$ cat src/rtl/benes_pkg.sv
// Shared sizing helpers and types for the Benes network configuration path.
// Latency: n/a (package only).
// Backpressure: n/a (package only).
package benes_pkg;

    localparam int SIZE_DEF      = 8;
    localparam int STAGE_LAT_DEF = 2;

    function automatic int layer_num(input int size);
        return $clog2(size);
    endfunction

    function automatic int stage_num(input int size);
        return 2 * layer_num(size) - 1;
    endfunction

    function automatic int switch_num(input int size);
        return size / 2;
    endfunction

    typedef logic [switch_num(SIZE_DEF)-1:0]        sw_set_t;
    typedef logic [$clog2(stage_num(SIZE_DEF))-1:0] stage_idx_t;

endpackage

$ cat src/rtl/benes_cfg_ctrl_if.sv
// Host-side configuration write bus: one stage write per valid/ready handshake.
// Latency: n/a (wires only).
// Backpressure: controller drops cfg_ready while a commit wave is in flight.
interface benes_cfg_ctrl_if #(
    parameter int STAGE_W    = 3,
    parameter int SWITCH_NUM = 4
);
    logic                  cfg_valid;
    logic                  cfg_ready;
    logic [STAGE_W-1:0]    cfg_stage;
    logic [SWITCH_NUM-1:0] cfg_bits;
    logic                  cfg_last;

    modport master (
        output cfg_valid,
        output cfg_stage,
        output cfg_bits,
        output cfg_last,
        input  cfg_ready
    );

    modport slave (
        input  cfg_valid,
        input  cfg_stage,
        input  cfg_bits,
        input  cfg_last,
        output cfg_ready
    );
endinterface

$ cat src/rtl/benes_vld_pipe.sv
// Resettable 1-bit delay line exposing every tap; taps[i] is din delayed i+1 cycles.
// Latency: DEPTH cycles to the last tap.
// Backpressure: none, shifts every cycle.
module benes_vld_pipe #(
    parameter int DEPTH = 1
) (
    input  logic             clk,
    input  logic             rst_n,
    input  logic             din,
    output logic [DEPTH-1:0] taps
);

    logic [DEPTH-1:0] line_d;
    logic [DEPTH-1:0] line_q;

    always_comb begin
        line_d    = line_q << 1;
        line_d[0] = din;
    end

    always_ff @(posedge clk or negedge rst_n) begin
        if (!rst_n) begin
            line_q <= '0;
        end else begin
            line_q <= line_d;
        end
    end

    assign taps = line_q;

endmodule

$ cat src/rtl/benes_cfg_ctrl.sv
// Shadow/active switch-setting banks for the Benes network; commits ride a wavefront token.
// Latency: stage s goes live 1+s*STAGE_LAT cycles after the committing write; out_valid lags in_valid by PIPE_LAT.
// Backpressure: cfg_ready low for the whole commit wave; the datapath is never stalled.
module benes_cfg_ctrl
    import benes_pkg::*;
#(
    parameter  int SIZE       = SIZE_DEF,
    parameter  int STAGE_LAT  = STAGE_LAT_DEF,
    parameter  int EPOCH_W    = 8,
    localparam int LAYER_NUM  = layer_num(SIZE),
    localparam int STAGE_NUM  = 2 * LAYER_NUM - 1,
    localparam int SWITCH_NUM = switch_num(SIZE),
    localparam int STAGE_W    = $clog2(STAGE_NUM),
    localparam int PIPE_LAT   = STAGE_LAT * STAGE_NUM - 1
) (
    input  logic                  clk,
    input  logic                  rst_n,
    benes_cfg_ctrl_if.slave       cfg,
    input  logic                  in_valid,
    output logic                  out_valid,
    output logic [SWITCH_NUM-1:0] switch_set [STAGE_NUM],
    output logic                  cfg_busy,
    output logic                  cfg_err,
    output logic [EPOCH_W-1:0]    cfg_epoch
);

    localparam int TOK_DEPTH = (STAGE_NUM - 1) * STAGE_LAT + 1;

    logic [SWITCH_NUM-1:0] shadow_d [STAGE_NUM];
    logic [SWITCH_NUM-1:0] shadow_q [STAGE_NUM];
    logic [SWITCH_NUM-1:0] active_d [STAGE_NUM];
    logic [SWITCH_NUM-1:0] active_q [STAGE_NUM];
    logic                  busy_d, busy_q;
    logic                  err_d, err_q;
    logic [EPOCH_W-1:0]    epoch_d, epoch_q;

    logic                  wr_fire;
    logic                  commit_fire;
    logic                  stage_ok;
    logic [TOK_DEPTH-1:0]  tok;
    logic [PIPE_LAT-1:0]   vld_taps;

    assign wr_fire     = cfg.cfg_valid && cfg.cfg_ready;
    assign commit_fire = wr_fire && cfg.cfg_last;
    assign stage_ok    = int'(cfg.cfg_stage) < STAGE_NUM;

    // Token enters the line at the committing edge; tap s*STAGE_LAT then
    // lines up with the datapath wavefront reaching stage s.
    benes_vld_pipe #(.DEPTH(TOK_DEPTH)) u_tok_pipe (
        .clk   (clk),
        .rst_n (rst_n),
        .din   (commit_fire),
        .taps  (tok)
    );

    benes_vld_pipe #(.DEPTH(PIPE_LAT)) u_vld_pipe (
        .clk   (clk),
        .rst_n (rst_n),
        .din   (in_valid),
        .taps  (vld_taps)
    );

    always_comb begin
        shadow_d = shadow_q;
        if (wr_fire && stage_ok) begin
            for (int s = 0; s < STAGE_NUM; s++) begin
                if (int'(cfg.cfg_stage) == s) begin
                    shadow_d[s] = cfg.cfg_bits;
                end
            end
        end
    end

    always_comb begin
        active_d = active_q;
        for (int s = 0; s < STAGE_NUM; s++) begin
            if (tok[s*STAGE_LAT]) begin
                active_d[s] = shadow_q[s];
            end
        end
    end

    always_comb begin
        busy_d  = busy_q;
        epoch_d = epoch_q;
        err_d   = err_q | (wr_fire && !stage_ok);
        if (commit_fire) begin
            busy_d = 1'b1;
        end else if (tok[TOK_DEPTH-1]) begin
            busy_d = 1'b0;
        end
        if (tok[TOK_DEPTH-1]) begin
            epoch_d = epoch_q + EPOCH_W'(1);
        end
    end

    always_ff @(posedge clk or negedge rst_n) begin
        if (!rst_n) begin
            for (int s = 0; s < STAGE_NUM; s++) begin
                shadow_q[s] <= '0;
                active_q[s] <= '0;
            end
            busy_q  <= 1'b0;
            err_q   <= 1'b0;
            epoch_q <= '0;
        end else begin
            shadow_q <= shadow_d;
            active_q <= active_d;
            busy_q   <= busy_d;
            err_q    <= err_d;
            epoch_q  <= epoch_d;
        end
    end

    assign cfg.cfg_ready = ~busy_q;
    assign cfg_busy      = busy_q;
    assign cfg_err       = err_q;
    assign cfg_epoch     = epoch_q;
    assign switch_set    = active_q;
    assign out_valid     = vld_taps[PIPE_LAT-1];

endmodule

$ cat src/flat_wrapper.sv
// flat-port wrapper written by rule: the top's interface ports become plain ports
module benes_cfg_ctrl_flat import benes_pkg::*;
#(
    parameter  int SIZE       = SIZE_DEF,
    parameter  int STAGE_LAT  = STAGE_LAT_DEF,
    parameter  int EPOCH_W    = 8,
    localparam int LAYER_NUM  = layer_num(SIZE),
    localparam int STAGE_NUM  = 2 * LAYER_NUM - 1,
    localparam int SWITCH_NUM = switch_num(SIZE),
    localparam int STAGE_W    = $clog2(STAGE_NUM),
    localparam int PIPE_LAT   = STAGE_LAT * STAGE_NUM - 1
)
  (clk, rst_n, in_valid, out_valid, switch_set, cfg_busy, cfg_err, cfg_epoch, cfg_cfg_valid, cfg_cfg_stage, cfg_cfg_bits, cfg_cfg_last, cfg_cfg_ready);
  benes_cfg_ctrl_if #(.STAGE_W(3), .SWITCH_NUM((4))) cfg_i ();
  input  logic clk;
  input  logic rst_n;
  input  logic in_valid;
  output logic out_valid;
  output logic [SWITCH_NUM-1:0] switch_set[STAGE_NUM];
  output logic cfg_busy;
  output logic cfg_err;
  output logic [EPOCH_W-1:0] cfg_epoch;
  input wire logic [$bits(cfg_i.cfg_valid)-1:0] cfg_cfg_valid;
  input wire logic [$bits(cfg_i.cfg_stage)-1:0] cfg_cfg_stage;
  input wire logic [$bits(cfg_i.cfg_bits)-1:0] cfg_cfg_bits;
  input wire logic [$bits(cfg_i.cfg_last)-1:0] cfg_cfg_last;
  output wire logic [$bits(cfg_i.cfg_ready)-1:0] cfg_cfg_ready;
  assign cfg_i.cfg_valid = cfg_cfg_valid;
  assign cfg_i.cfg_stage = cfg_cfg_stage;
  assign cfg_i.cfg_bits = cfg_cfg_bits;
  assign cfg_i.cfg_last = cfg_cfg_last;
  assign cfg_cfg_ready = cfg_i.cfg_ready;
  benes_cfg_ctrl #(.SIZE(SIZE), .STAGE_LAT(STAGE_LAT), .EPOCH_W(EPOCH_W)) u_core (.clk(clk), .rst_n(rst_n), .cfg(cfg_i), .in_valid(in_valid), .out_valid(out_valid), .switch_set(switch_set), .cfg_busy(cfg_busy), .cfg_err(cfg_err), .cfg_epoch(cfg_epoch));
endmodule
$ cat config.mk
export PLATFORM = sky130hd
export DESIGN_NAME = benes_cfg_ctrl_flat
export DESIGN_NICKNAME = d
export VERILOG_FILES = /design/src/rtl/benes_pkg.sv /design/src/rtl/benes_cfg_ctrl_if.sv /design/src/rtl/benes_vld_pipe.sv /design/src/rtl/benes_cfg_ctrl.sv /design/src/flat_wrapper.sv
export SDC_FILE = /design/constraint.sdc
export NUM_CORES = 1
export LEC_CHECK = 0
export CORE_MARGIN = 3
export CORE_UTILIZATION = 50
export CTS_CLUSTER_DIAMETER = 150
export DETAILED_ROUTE_END_ITERATION = 8
export PLACE_DENSITY = 0.87
export SLEW_MARGIN = 5
export SYNTH_ARGS = -nofsm -noshare
export SYNTH_HDL_FRONTEND = slang
export SYNTH_HIERARCHICAL = 1
export SYNTH_SLANG_ARGS = --single-unit
$ cat constraint.sdc
create_clock -name clk -period 4.2 [get_ports clk]
set_input_delay 0.42 -clock clk [delete_from_list [all_inputs] [get_ports clk]]
set_output_delay 0.42 -clock clk [all_outputs]
set_load 0.01 [all_outputs]
==> flow_summary.ini, run 1 <==
[outcome]
status = completed

[global_routing]
grt_max_degree = 69
grt_pass1_wl_microns = 7240
grt_util_met3 = 0.0774
grt_pass1_vias = 1428
grtUsageMet2 = 0.301
busiest_layer = met2
use_met1 = 0.222
overflow = 0
gr-usage-all-layers = 0.185
antenna_found_initial = 0

[floorplanning]
dieArea_sq_mm = 0.00560
fp.dieW_microns = 74.8
fp-row-count = 24
design.core.area_sq_mm = 0.00447
fp.dieH_microns = 74.8
io_pins = 44
start_util = 0.529

[worst_setup_path]
worstRegToRegCells = 3
crit_path_max_incr_delay_ns = 0.54
crit_fanout = 4
required_ns = 3.78
crit_path_start_kind = flip-flop
regToRegSetupSlack_ns = 2.64
end_kind = output port
slowest_stage = clkdlybuf4s50_1
worstSetupPathType = flip-flop to output port
path_cells = inv_1 -> clkdlybuf4s50_1
arrival_ns = 1.38

[synthesis]
yosysWarnings = 6
synthCells = 140
synth_top_cell_by_area = dfrtp_1
synth_top_cell_area_share = 0.718
ys_seq_elements = 68
ys_top_cells_by_area = dfrtp_1 (72%), mux2_2 (19%), xor2_1 (1.5%)
synth_cell_types = 18
synth_nets = 153
synthesis.area_sq_mm = 0.00237
synth-seq-area-share = 0.718
syn_avg_cell_area_sq_um = 16.9

[sta]
final-setup-viol-count = 0
max_freq_mhz = 555
rsz0062_at_grt = false
hold_viol_final = 0
holdWs_ns = 0.259
fin_ws_ns = 2.40
tightest_slew_ns = 0.814
fin_crit_sh = 0.429
layout_min_cycle_time_ns = 1.80
slew_headroom = 0.457
finalMaxSlewViolations = 0
fin_worst_skew_ns = 0.00444
tns_ns = 0

[detailed_routing]
antenna_left = 0
vias_per_cell = 5.30
dr.first_iter.drc_count = 68
vias = 1324
wl_per_cell_microns = 17.9
first_pass_iters = 4
post-route-drc-count = 0
drt-total-wl_microns = 4470

[clock_tree]
cts_buffers = 9
htree_levels = 3
cts_resized = 0
cts_hold_buf = 0
clkLatencyLatePin_ns = 0.33
clk_pin_slew_ns = 0.07
clk_path_buf_depth = 2
clock-sinks = 68
cts_setup_buffers = 0
cts_tree = done
cts_root_buffer = clkbuf_8

[cells_and_area]
area_growth_pct = 28.6
nets = 207
nFillCells = 283
diodes = 0
drive_above_1_share = 0.298

[power_and_ir_drop]
finalPower_mw = 2.00
leakagePower_nw = 1.41
peakVddDrop_mv = 0.387
power_density_mw_per_mm2 = 656

[placement]
dpl.hpwl_microns = 3010
place_ws_ns = 2.24
routabilityCongestion = 0.767
port_buffers = 43

[hold_path]
worstHoldPathType = input pin to async pin

[flow_run]
drv_cap = 0
[placed cells by master (no fill, tap or decap), drive strengths merged, types with 2 or more instances in the layout]
cell and count:
mux2 41, buf 2, clkbuf 14, nor2 3, nand2 6, nand3 2
dfrtp 68, nand4 2, xor2 4, clkdlybuf4s50 42, xnor2 3, o21bai 2
[through the flow]
step / area, sq um / std cells / util
2_1_floorplan: 2370 / 140 / -
3_3_place_gp: 2860 / 235 / 0.639
3_5_place_dp: 2860 / 235 / 0.639
4_1_cts: 3050 / 250 / 0.681
5_1_grt: 3050 / 250 / 0.681
6_report: 3050 / 250 / 0.681
[area by class of cell]
type	instances	area, sq um	share of cell area
clock buffers	14	183	0.0600
clock inverters	1	5.00	0.00164
inverters	1	3.75	0.00123
multi-input cells	70	656	0.215
flip-flops and latches	68	1700	0.559
well taps	52	65.1	0.0214
repair buffers	44	433	0.142
[critical path: cells and delay by family (launching register included)]
family                 cells  cell delay [ns]
buffers and inverters      2             0.64
DFF                        1             0.42
[layer usage]
| metal | wire, microns | part of all wire | vias up |
|---|---|---|---|
| met2 | 2250 | 0.50 | 48 |
| li1 | - | - | 591 |
| met4 | 43 | 0.0096 | 0 |
| met1 | 1900 | 0.42 | 679 |
| met5 | 0 | 0 | - |
| met3 | 274 | 0.061 | 6 |
[path summary, 6_finish.rpt]
kind | startpoint | end
min reg2reg | u_core/u_vld_pipe/taps[3] | u_core/u_vld_pipe/taps[4]
min | rst_n | u_core/cfg_epoch[4]
min in group clk | u_core/u_vld_pipe/taps[3] | u_core/u_vld_pipe/taps[4]
max in group asynchronous | rst_n | u_core/shadow_q[9]
max reg2reg | u_core/cfg_busy | u_core/shadow_q[8]
max | u_core/cfg_busy | cfg_cfg_ready
[cell usage after synthesis]
library cell   n
o21bai_1       2
and2b_2        1
inv_1          1
nor2_1         3
buf_4          1
dfrtp_1       68
nor3_1         1
nand2_1        6
nand3_1        2
and2_1         1
ha_1           1
nor3b_2        1
nand3b_1       1
xor2_1         4
and3b_1        1
nand4_1        2
mux2_2        41
xnor2_1        3
[state kept, by name (all words and copies together), names as in the netlist]
register                flops
u_core/shadow_q            20
u_core/switch_set          20
u_core/u_tok_pipe/taps      9
u_core/u_vld_pipe/taps      9
u_core/cfg_epoch            8
u_core/cfg_busy             1
u_core/cfg_err              1
[power breakdown]
part	switching (mW)	leakage [nW]	total (mW)	internal, mW
clock network	0.223	0.0986	0.498	0.275
registers	0.133	0.869	0.983	0.851
logic	0.182	0.443	0.517	0.335
total	0.537	1.41	2.00	1.46
[kinds of logic (layout without fill, tap and decap cells)]
family	count (synthesis)	count (layout)	share of synthesized area
AND/OR/NAND/NOR	19	19	0.0444
XOR/XNOR	7	7	0.0259
multiplexers	41	41	0.195
buffers and inverters	2	60	0.00475
flip-flops	68	68	0.718
adder cells (fa/ha/maj)	1	1	0.00528
AO/OA/AOI/OAI	2	2	0.00634
Power figures use the tool's default switching activity.
==> run 2, diff against run 1 <==
clock period = 1.9 ns   (was 4.2 ns; I/O delays follow)
==> flow_summary.ini, run 2 (same netlist as run 1, synthesis figures left out) <==
[clock_tree]
clk_pin_slew_ns = 0.07
clk_path_buf_depth = 2
cts_setup_buffers = 0
cts_tree = done
clkLatencyLatePin_ns = 0.33
cts_buffers = 9
clock-sinks = 68
cts_resized = 0
cts_root_buffer = clkbuf_8
htree_levels = 3

[detailed_routing]
drt-total-wl_microns = 4010
antenna_left = 0
first_pass_iters = 4
dr.first_iter.drc_count = 39
wl_per_cell_microns = 16.0
post-route-drc-count = 0
vias = 1317
vias_per_cell = 5.27

[floorplanning]
fp.dieW_microns = 74.8
design.core.area_sq_mm = 0.00447
fp.dieH_microns = 74.8
dieArea_sq_mm = 0.00560
start_util = 0.529
io_pins = 44
fp-row-count = 24

[sta]
slew_headroom = 0.729
fin_worst_skew_ns = 0.00689
tightest_slew_ns = 0.406
rsz0062_at_grt = false
hold_viol_final = 0
fin_crit_sh = 0.825
tns_ns = 0
holdWs_ns = 0.302
final-setup-viol-count = 0
max_freq_mhz = 638
fin_ws_ns = 0.333
finalMaxSlewViolations = 0
layout_min_cycle_time_ns = 1.57

[power_and_ir_drop]
leakagePower_nw = 1.41
seqPwrFrac = 0.508
pwr-share-clk = 0.225
power_density_mw_per_mm2 = 1400
combPwrFrac = 0.267
p_int_mw = 3.11
peakVddDrop_mv = 0.806
p_sw_mw = 1.15
netSwitchingFraction = 0.269

[hold_path]
worstHoldPathType = input pin to flip-flop

[worst_setup_path]
crit_path_start_kind = flip-flop
path_delay_family = buffers and inverters
slowest_stage = clkdlybuf4s50_1
arrival_ns = 1.38
required_ns = 1.71
regToRegSetupSlack_ns = 0.39
worstSetupPathType = flip-flop to output port
end_kind = output port
crit_buf_inv = 2
crit_path_max_incr_delay_ns = 0.53
crit_fanout = 4
path_cells = inv_1 -> clkdlybuf4s50_1

[global_routing]
antenna_found_initial = 0
overflow = 0
use_met1 = 0.222
grt_util_met3 = 0.0708
gr-usage-all-layers = 0.173
grt_pass1_vias = 1384
busiest_layer = met2
grtUsageMet2 = 0.259
grt_max_degree = 69
grt_pass1_wl_microns = 6820

[placement]
dp.cells = 235
place_ws_ns = 0.212
dpl.hpwl_microns = 2800
port_buffers = 43
routabilityCongestion = 0.758
place_area_sq_mm = 0.00287

[cells_and_area]
final_cell_mix = dfrtp_1 (68), clkdlybuf4s50_1 (42), mux2_2 (41)
final_cells = 250
design_area_sq_mm = 0.00304
nets = 208
area_growth_pct = 28.3
drive_above_1_share = 0.293
layout_commonest_cell = dfrtp_1
diodes = 0

[flow_run]
drv_cap = 0

[outcome]
status = completed
run 2: cell count changes in the layout (fill, tap and decap cells not counted):
cell and delta:
clkbuf_8 -3, clkinv_2 +2, buf_12 +1, buf_4 -1
dlygate4sd3_1 +1
run 2: power by group through the flow:
stage | logic (mW) | clock network, mW | registers (mW)
5_1_grt | 1.22 | 1.08 | 2.22
4_1_cts | 1.16 | 0.993 | 2.17
3_5_place_dp | 1.14 | 0 | 2.19
2_1_floorplan | 0.443 | 0 | 2.21
3_3_place_gp | 1.10 | 0 | 2.15
6_report | 1.14 | 0.958 | 2.16
run 2: per-layer routing:
metal,vias to the layer above,wire length [microns]
li1,598,-
met1,660,1760
met2,51,1910
met3,8,276
met4,0,67
met5,-,0
run 2: through the flow:
step           power, mW  utilization
2_1_floorplan       2.65            -
3_3_place_gp        3.25        0.642
3_5_place_dp        3.34        0.642
4_1_cts             4.32        0.679
5_1_grt             4.52        0.679
6_report            4.26        0.679
run 2: final timing paths:
check                                          startpoint                         to  depth (start not counted)
worst max-delay path                      u_core/cfg_busy              cfg_cfg_ready                          2
worst min-delay path                             in_valid  u_core/u_vld_pipe/taps[0]                          1
worst max register to register            u_core/cfg_busy         u_core/shadow_q[9]                          3
worst min register to register  u_core/u_vld_pipe/taps[3]  u_core/u_vld_pipe/taps[4]                          0
max in group asynchronous                           rst_n      u_core/switch_set[14]                          3
min in group asynchronous                           rst_n        u_core/cfg_epoch[3]                          3
run 2: cell type report:
class | instances | area [sq um]
clock buffer | 11 | 141
clock inverter | 3 | 15.0
fill | 307 | 1440
inverter | 1 | 3.75
multi-input combinational | 70 | 656
sequential | 68 | 1700
tap | 52 | 65.1
timing repair buffer | 45 | 455
run 2: what timing repair did:
item | 4_1_cts | 5_1_grt
endpoints found under the setup margin | 0 | 0
hold endpoints to repair | 68 | 0
hold buffers | 1 | 0
==> run 3, diff against run 2 <==
clock period = 1.6 ns   (was 1.9 ns; I/O delays follow)
==> flow_summary.ini, run 3 (same netlist as run 1, synthesis figures left out) <==
[clock_tree]
htree_levels = 3
clk_path_buf_depth = 2
clk_pin_slew_ns = 0.06
cts_setup_buffers = 0
clkLatencyLatePin_ns = 0.33
cts_tree = done
cts_root_buffer = clkbuf_8
clock-sinks = 68
cts_buffers = 9

[power_and_ir_drop]
seqPwrFrac = 0.486
combPwrFrac = 0.259
p_sw_mw = 1.37
peakVddDrop_mv = 0.958
p_int_mw = 3.90
pwr-share-clk = 0.255
netSwitchingFraction = 0.260
power_density_mw_per_mm2 = 1700
leakagePower_nw = 1.44

[detailed_routing]
dr.first_iter.drc_count = 46
post-route-drc-count = 0
antenna_left = 0
vias = 1311
vias_per_cell = 5.16
first_pass_iters = 3
wl_per_cell_microns = 16.5
drt-total-wl_microns = 4200

[placement]
routabilityCongestion = 0.811
place_ws_ns = -0.0642
dp.cells = 237
port_buffers = 43
dpl.hpwl_microns = 2930

[worst_setup_path]
required_ns = 1.81
end_kind = flip-flop
crit_path_start_kind = flip-flop
worstSetupPathType = flip-flop to flip-flop
crit_fanout = 4
worstRegToRegCells = 3
arrival_ns = 1.69

[sta]
max_freq_mhz = 676
fin_worst_skew_ns = 0.00410
slew_headroom = 0.771
rsz0062_at_grt = false
layout_min_cycle_time_ns = 1.48
final-setup-viol-count = 0
tightest_slew_ns = 0.344
fin_ws_ns = 0.120
fin_crit_sh = 0.925
finalMaxSlewViolations = 0
hold_viol_final = 0

[hold_path]
min_path_cells = 1
worstHoldPathType = input pin to flip-flop

[floorplanning]
io_pins = 44
start_util = 0.529
fp.dieW_microns = 74.8
dieArea_sq_mm = 0.00560
fp-row-count = 24
design.core.area_sq_mm = 0.00447
fp.dieH_microns = 74.8

[global_routing]
antenna_found_initial = 0
grt_max_degree = 69
grt_pass1_wl_microns = 7370
gr-usage-all-layers = 0.184
grt_pass1_vias = 1474
overflow = 0

[cells_and_area]
layout_commonest_cell = dfrtp_1
seq_area_sq_mm = 0.00170
nets = 210
final_cell_mix = dfrtp_1 (68), clkdlybuf4s50_1 (41), mux2_2 (41)
multi_input_area_sq_um = 657
final_cells = 254
area_growth_pct = 30.9
nFillCells = 302
drive_above_1_share = 0.307
diodes = 0

[flow_run]
drv_cap = 0

[outcome]
status = completed
-- run 3: changes by cell type in the layout (fill, tap and decap cells not counted) --
cell,previous run,this run
and3b_2,0,1
dlymetal6s2s_1,0,1
clkdlybuf4s50_1,42,41
clkbuf_1,1,2
clkbuf_8,10,14
and3b_1,1,0
clkinv_2,3,0
buf_4,0,2
-- run 3: power by group through the flow --
stage / Clock, mW / Combinational (mW) / Sequential, mW
after detailed placement: 0 / 1.38 / 2.59
final: 1.34 / 1.36 / 2.56
after global routing: 1.48 / 1.48 / 2.64
after CTS: 1.39 / 1.39 / 2.57
after floorplan: 0 / 0.526 / 2.62
after global placement: 0 / 1.33 / 2.55
-- run 3: per-layer routing --
metal / share of wire / wire length [microns] / vias up / global-route usage
li1: - / - / 596 / -
met1: 0.45 / 1890 / 663 / 0.241
met2: 0.48 / 2010 / 45 / 0.274
met3: 0.055 / 233 / 7 / 0.0641
met4: 0.017 / 70 / 0 / 0.0929
met5: 0 / 0 / - / 0
-- run 3: worst paths after layout --
path	from	end	slack, ns
worst min register to register	u_core/u_vld_pipe/taps[0]	u_core/u_vld_pipe/taps[1]	0.35
worst max register to register	u_core/cfg_busy	u_core/shadow_q[10]	0.12
min in group asynchronous	rst_n	u_core/cfg_epoch[2]	0.37
max in group asynchronous	rst_n	u_core/shadow_q[14]	0.95
worst min-delay path	in_valid	u_core/u_vld_pipe/taps[0]	0.27
worst max-delay path	u_core/cfg_busy	u_core/shadow_q[10]	0.12
-- run 3: per-stage QoR --
step / hold WS [ns] / cell area (sq um) / util / total power [mW] / setup TNS, ns
final: 0.273 / 3100 / 0.693 / 5.27 / 0
after global routing: 0.269 / 3100 / 0.693 / 5.60 / 0
after CTS: 0.261 / 3100 / 0.692 / 5.35 / 0
after detailed placement: 0.206 / 2890 / 0.645 / 3.97 / -0.234
after global placement: 0.195 / 2890 / 0.645 / 3.87 / -0.0862
after floorplan: -0.136 / 2370 / - / 3.15 / 0
-- run 3: critical path, stage by stage, from the launching register on --
cell and delay, ns:
dfrtp_1 0.42, nor3b_2 0.28, and3b_2 0.30, mux2_2 0.36
-- run 3: layout make-up --
class,instances,share of cell area
flip-flops and latches,68,0.549
clock buffers,16,0.0646
repair buffers,47,0.153
well taps,52,0.0210
multi-input cells,70,0.212
inverters,1,0.00121
-- run 3: timing repair --
item,4_1_cts,5_1_grt
endpoints found under the hold margin,68,0
hold buffers,1,0
gates resized for setup,0,2
setup endpoints to repair,0,2
==> RTL edit 1 (flow settings as in run 2) <==
`EPOCH_W` is set to 8 in 2 places; all go to 9.
--- a/src/rtl/benes_cfg_ctrl.sv
+++ b/src/rtl/benes_cfg_ctrl.sv
@@ -8,3 +8,3 @@
     parameter  int STAGE_LAT  = STAGE_LAT_DEF,
-    parameter  int EPOCH_W    = 8,
+    parameter  int EPOCH_W    = 9,
     localparam int LAYER_NUM  = layer_num(SIZE),
--- a/src/flat_wrapper.sv
+++ b/src/flat_wrapper.sv
@@ -5,3 +5,3 @@
     parameter  int STAGE_LAT  = STAGE_LAT_DEF,
-    parameter  int EPOCH_W    = 8,
+    parameter  int EPOCH_W    = 9,
     localparam int LAYER_NUM  = layer_num(SIZE),
Interface: changed (resized cfg_epoch); port bits go from 44 to 45. No check against the original RTL was run, so the function may have changed too.
==> RTL edit 1 against run 2 <==
Area after synthesis up 2.0%. Clock power is 16% higher. Via count grew 2.7%. Count of clock-buffer cells in the layout up 4. Clock skew fell by 1.3 ps. Sequential cell count rose by 1. Total power rose by 4.0%. Design area up 3.2%. Wire length is 5.8% higher. Die area is 1.8% higher. Critical path depth is the same. Largest cell class unchanged. Register-to-register slack is essentially flat. Worst setup slack gained 14 ps.
==> RTL edit 1: results (changes against run 2) <==
| Metric | Value |
|---|---|
| M1 wire length | 1800 um (was 1760 um) |
| Status | finished, final reports clean (unchanged) |
| GR met3 Demand/Resource | 0.0396 (was 0.0708) |
| Synth area leaders | dfrtp_1 72%, mux2_2 19%, xnor2_1 1.8%, nand2_1 1.1%, xor2_1 1.1% (was dfrtp_1 72%, mux2_2 19%, xor2_1 1.5%, xnor2_1 1.1%, nand2_1 0.95%) |
| Maximum vdd drop | 0.843 mV (was 0.806 mV) |
| First-pass GRT wire length | 7040 um (was 6820 um) |
| Largest net degree at the start of global routing | 70 (was 69) |
| Tot GR Track Use | 0.175 (was 0.173) |
| Initial DRC count | 55 (was 39) |
| RD Place Congestion | 0.778 (was 0.758) |
| Port Buffers | 44 (was 43) |
| Power Total | 4.43 mW (was 4.26 mW) |
| Register area share after synthesis | 0.715 (was 0.718) |
| Clk pwr | 1.11 mW (was 0.958 mW) |
| Nets | 213 (was 208) |
| Mux share of post-synthesis cell area | 0.191 (was 0.195) |
| Post-Synth Adder-Cell Area | 0.00518 (was 0.00528) |
| Worst EP arrival | 1360 ps (was 1380 ps) |
| Share of layout cells above drive strength 1 | 0.289 (was 0.293) |
| Post-synth cell types | 19 (was 18) |
| Worst R2R End | u_core/shadow_q[15] (was u_core/shadow_q[9]) |
| Routed wl met2 | 2110 um (was 1910 um) |
| Post-synthesis compound-gate area fraction | 0.00622 (was 0.00634) |
| Worst-Margin Slew | 417 ps (was 406 ps) |
| Filler cell count | 288 (was 307) |
| Leakage power | 1.45 nW (was 1.41 nW) |
| Worst Clk Skew | 5.56 ps (was 6.89 ps) |
## RTL edit 1: worst max-delay path by stage
stage	depth (start not counted)	to	from	slack (ps)
after floorplan	3	u_core/shadow_q[12]	u_core/cfg_busy	510
after global placement	4	u_core/shadow_q[13]	cfg_cfg_valid	230
after detailed placement	4	u_core/shadow_q[14]	cfg_cfg_valid	190
after CTS	2	cfg_cfg_ready	u_core/cfg_busy	330
after global routing	2	cfg_cfg_ready	u_core/cfg_busy	270
final	2	cfg_cfg_ready	u_core/cfg_busy	350
## RTL edit 1: final cells by class
| type | instances | area share |
|---|---|---|
| tap | 52 | 0.0208 |
| clock buffer | 15 | 0.0627 |
| timing repair buffer | 46 | 0.149 |
| multi-input combinational | 73 | 0.216 |
| inverter | 1 | 0.00120 |
| sequential | 69 | 0.551 |
## RTL edit 1: through the flow
stage	setup WS, ps	area, um^2
2_1_floorplan	513	2410
6_report	346	3130
3_5_place_dp	189	2930
4_1_cts	328	3130
5_1_grt	273	3130
3_3_place_gp	229	2930
==> RTL edit 2 (settings of run 2) <==
Made on the original files. Reset style: synchronous (`rst_n`), changed in 2 clocked blocks.
--- a/src/rtl/benes_vld_pipe.sv
+++ b/src/rtl/benes_vld_pipe.sv
@@ -20,3 +20,3 @@
 
-    always_ff @(posedge clk or negedge rst_n) begin
+    always_ff @(posedge clk) begin
         if (!rst_n) begin
--- a/src/rtl/benes_cfg_ctrl.sv
+++ b/src/rtl/benes_cfg_ctrl.sv
@@ -96,3 +96,3 @@
 
-    always_ff @(posedge clk or negedge rst_n) begin
+    always_ff @(posedge clk) begin
         if (!rst_n) begin
Check against the original RTL: differs if rst_n is asserted again (counterexample within 4 cycles, from zero or initial values and one cycle with rst_n low); with rst_n held inactive, the same outputs for 10 cycles.
==> RTL edit 2 against run 2 <==
Worst setup slack better by 44 ps. Via count is 26% higher. Area after synthesis decreased by 0.53%. Cell count up 32%. Wire length grew 9.2%. Design area down 0.82%. Sequential cell count unchanged. Global-route usage grew 0.40 points. Critical path type unchanged. Critical endpoint is now cfg_epoch[0].
Power is not compared: it rests on default switching activity, and its combinational part moved more than twofold at a synthesized area within 25%.
==> RTL edit 2: results (changes against run 2) <==
| Metric | Value |
|---|---|
| Inst Count DP | 314 (was 235) |
| First-pass GRT wire length | 7280 um (was 6820 um) |
| Htree depth | 3 (unchanged) |
| Status | finished, final reports clean (unchanged) |
| Dpl hpwl | 2980 um (was 2800 um) |
| Tot GR Track Use | 0.177 (was 0.173) |
| Pre-CTS WS | 272 ps (was 212 ps) |
| Top delay family on crit path | buffers and inverters (unchanged) |
| Hold path endpoint | u_core/u_vld_pipe/taps[2] (was u_core/u_vld_pipe/taps[0]) |
| RD Place Congestion | 0.802 (was 0.758) |
| FFs w/ async S/R, synth | 0 (was 1.00) |
| Register area share after synthesis | 0.578 (was 0.718) |
| Worst R2R End | u_core/cfg_epoch[6] (was u_core/shadow_q[9]) |
| Nets | 286 (was 208) |
| Mux share of post-synthesis cell area | 0.174 (was 0.195) |
| Origin of the worst min-delay path | u_core/u_vld_pipe/taps[1] (was in_valid) |
| R2r startpoint | u_core/cfg_epoch[0] (was u_core/cfg_busy) |
| Syn Inst Count | 227 (was 140) |
| Peak fanout along the critical path | 5 (was 4) |
| Post-CTS setup buffers | 0 (unchanged) |
| Syn_nets | 240 (was 153) |
| WL final | 4370 um (was 4010 um) |
| Post-Synth Adder-Cell Area | 0.00531 (was 0.00528) |
| Worst EP arrival | 1330 ps (was 1380 ps) |
| Filler-free cell count of the finished design | 329 (was 250) |
| Yosys top cell area share | 0.578 (was 0.718) |
| WHS | 433 ps (was 302 ps) |
| Worst R2R Setup Slack | 520 ps (was 390 ps) |
| Post-synth cell types | 25 (was 18) |
| FF-to-FF path depth | 4 (was 3) |
| Synth area leaders | dfxtp_1 58%, mux2i_1 17%, and2_1 5.0%, nand2_1 4.5%, nor2_1 4.3% (was dfrtp_1 72%, mux2_2 19%, xor2_1 1.5%, xnor2_1 1.1%, nand2_1 0.95%) |
| Via count | 1,656 (was 1,317) |
| Post-synthesis compound-gate area fraction | 0.0191 (was 0.00634) |
| Vias in the first global route | 1,606 (was 1,384) |
| Initial DRC count | 70 (was 39) |
| Xor/xnor cell area share of the yosys netlist | 0.0149 (was 0.0259) |
| DRT Pass-1 Iters | 6 (was 4) |
| Worst Clk Skew | 4.11 ps (was 6.89 ps) |
| Hold/Removal Path Class | reg -> reg (was in -> reg) |
==> RTL edit 2: kinds of logic after synthesis <==
| kind of cell | Yosys count |
|---|---|
| flip-flops | 68 |
| adder cells (fa/ha/maj) | 1 |
| multiplexers | 41 |
| AND/OR/NAND/NOR | 89 |
| buffers and inverters | 16 |
| AO/OA/AOI/OAI | 8 |
| XOR/XNOR | 4 |
==> RTL edit 2: how the worst max path moves through the flow <==
stage,startpoint,endpoint,slack [ps],cells after the start
final,u_core/cfg_epoch[0],cfg_epoch[0],380,1
after global routing,u_core/cfg_epoch[0],cfg_epoch[0],320,1
after CTS,u_core/cfg_epoch[0],cfg_epoch[0],360,1
after detailed placement,cfg_cfg_valid,u_core/shadow_q[15],270,5
after global placement,cfg_cfg_valid,u_core/shadow_q[13],360,5
after floorplan,u_core/cfg_epoch[0],u_core/cfg_epoch[6],600,4
==> RTL edit 2: through the flow <==
stage	instance area, um^2	utilization
after CTS	3010	0.678
after floorplan	2360	-
final	3010	0.678
after detailed placement	2840	0.640
after global placement	2840	0.640
after global routing	3010	0.678
==> RTL edit 2: layout make-up <==
type                       instances  area, um^2
clock inverter                     2        10.0
clock buffer                      13         159
multi-input combinational        143         926
sequential                        68        1360
inverter                           3        11.3
fill                             360        1430
timing repair buffer              48         480
tap                               52        65.1
==> RTL edit 2: routing by layer <==
layer | share of wire | global-route usage | wire length (um) | vias up
li1 | - | - | - | 834
met1 | 0.47 | 0.225 | 2060 | 762
met2 | 0.46 | 0.269 | 2000 | 48
met3 | 0.047 | 0.0574 | 206 | 12
met4 | 0.023 | 0.0889 | 102 | 0
met5 | 0 | 0 | 0 | -
==> RTL edit 2: power by group through the flow <==
stage | combinational (mW) | sequential, mW | clock (mW)
after detailed placement | 0.114 | 1.49 | 0
final | 0.114 | 1.45 | 1.01
after global routing | 0.125 | 1.46 | 1.10
after CTS | 0.115 | 1.45 | 1.04
after floorplan | 0.0562 | 1.48 | 0
after global placement | 0.112 | 1.49 | 0
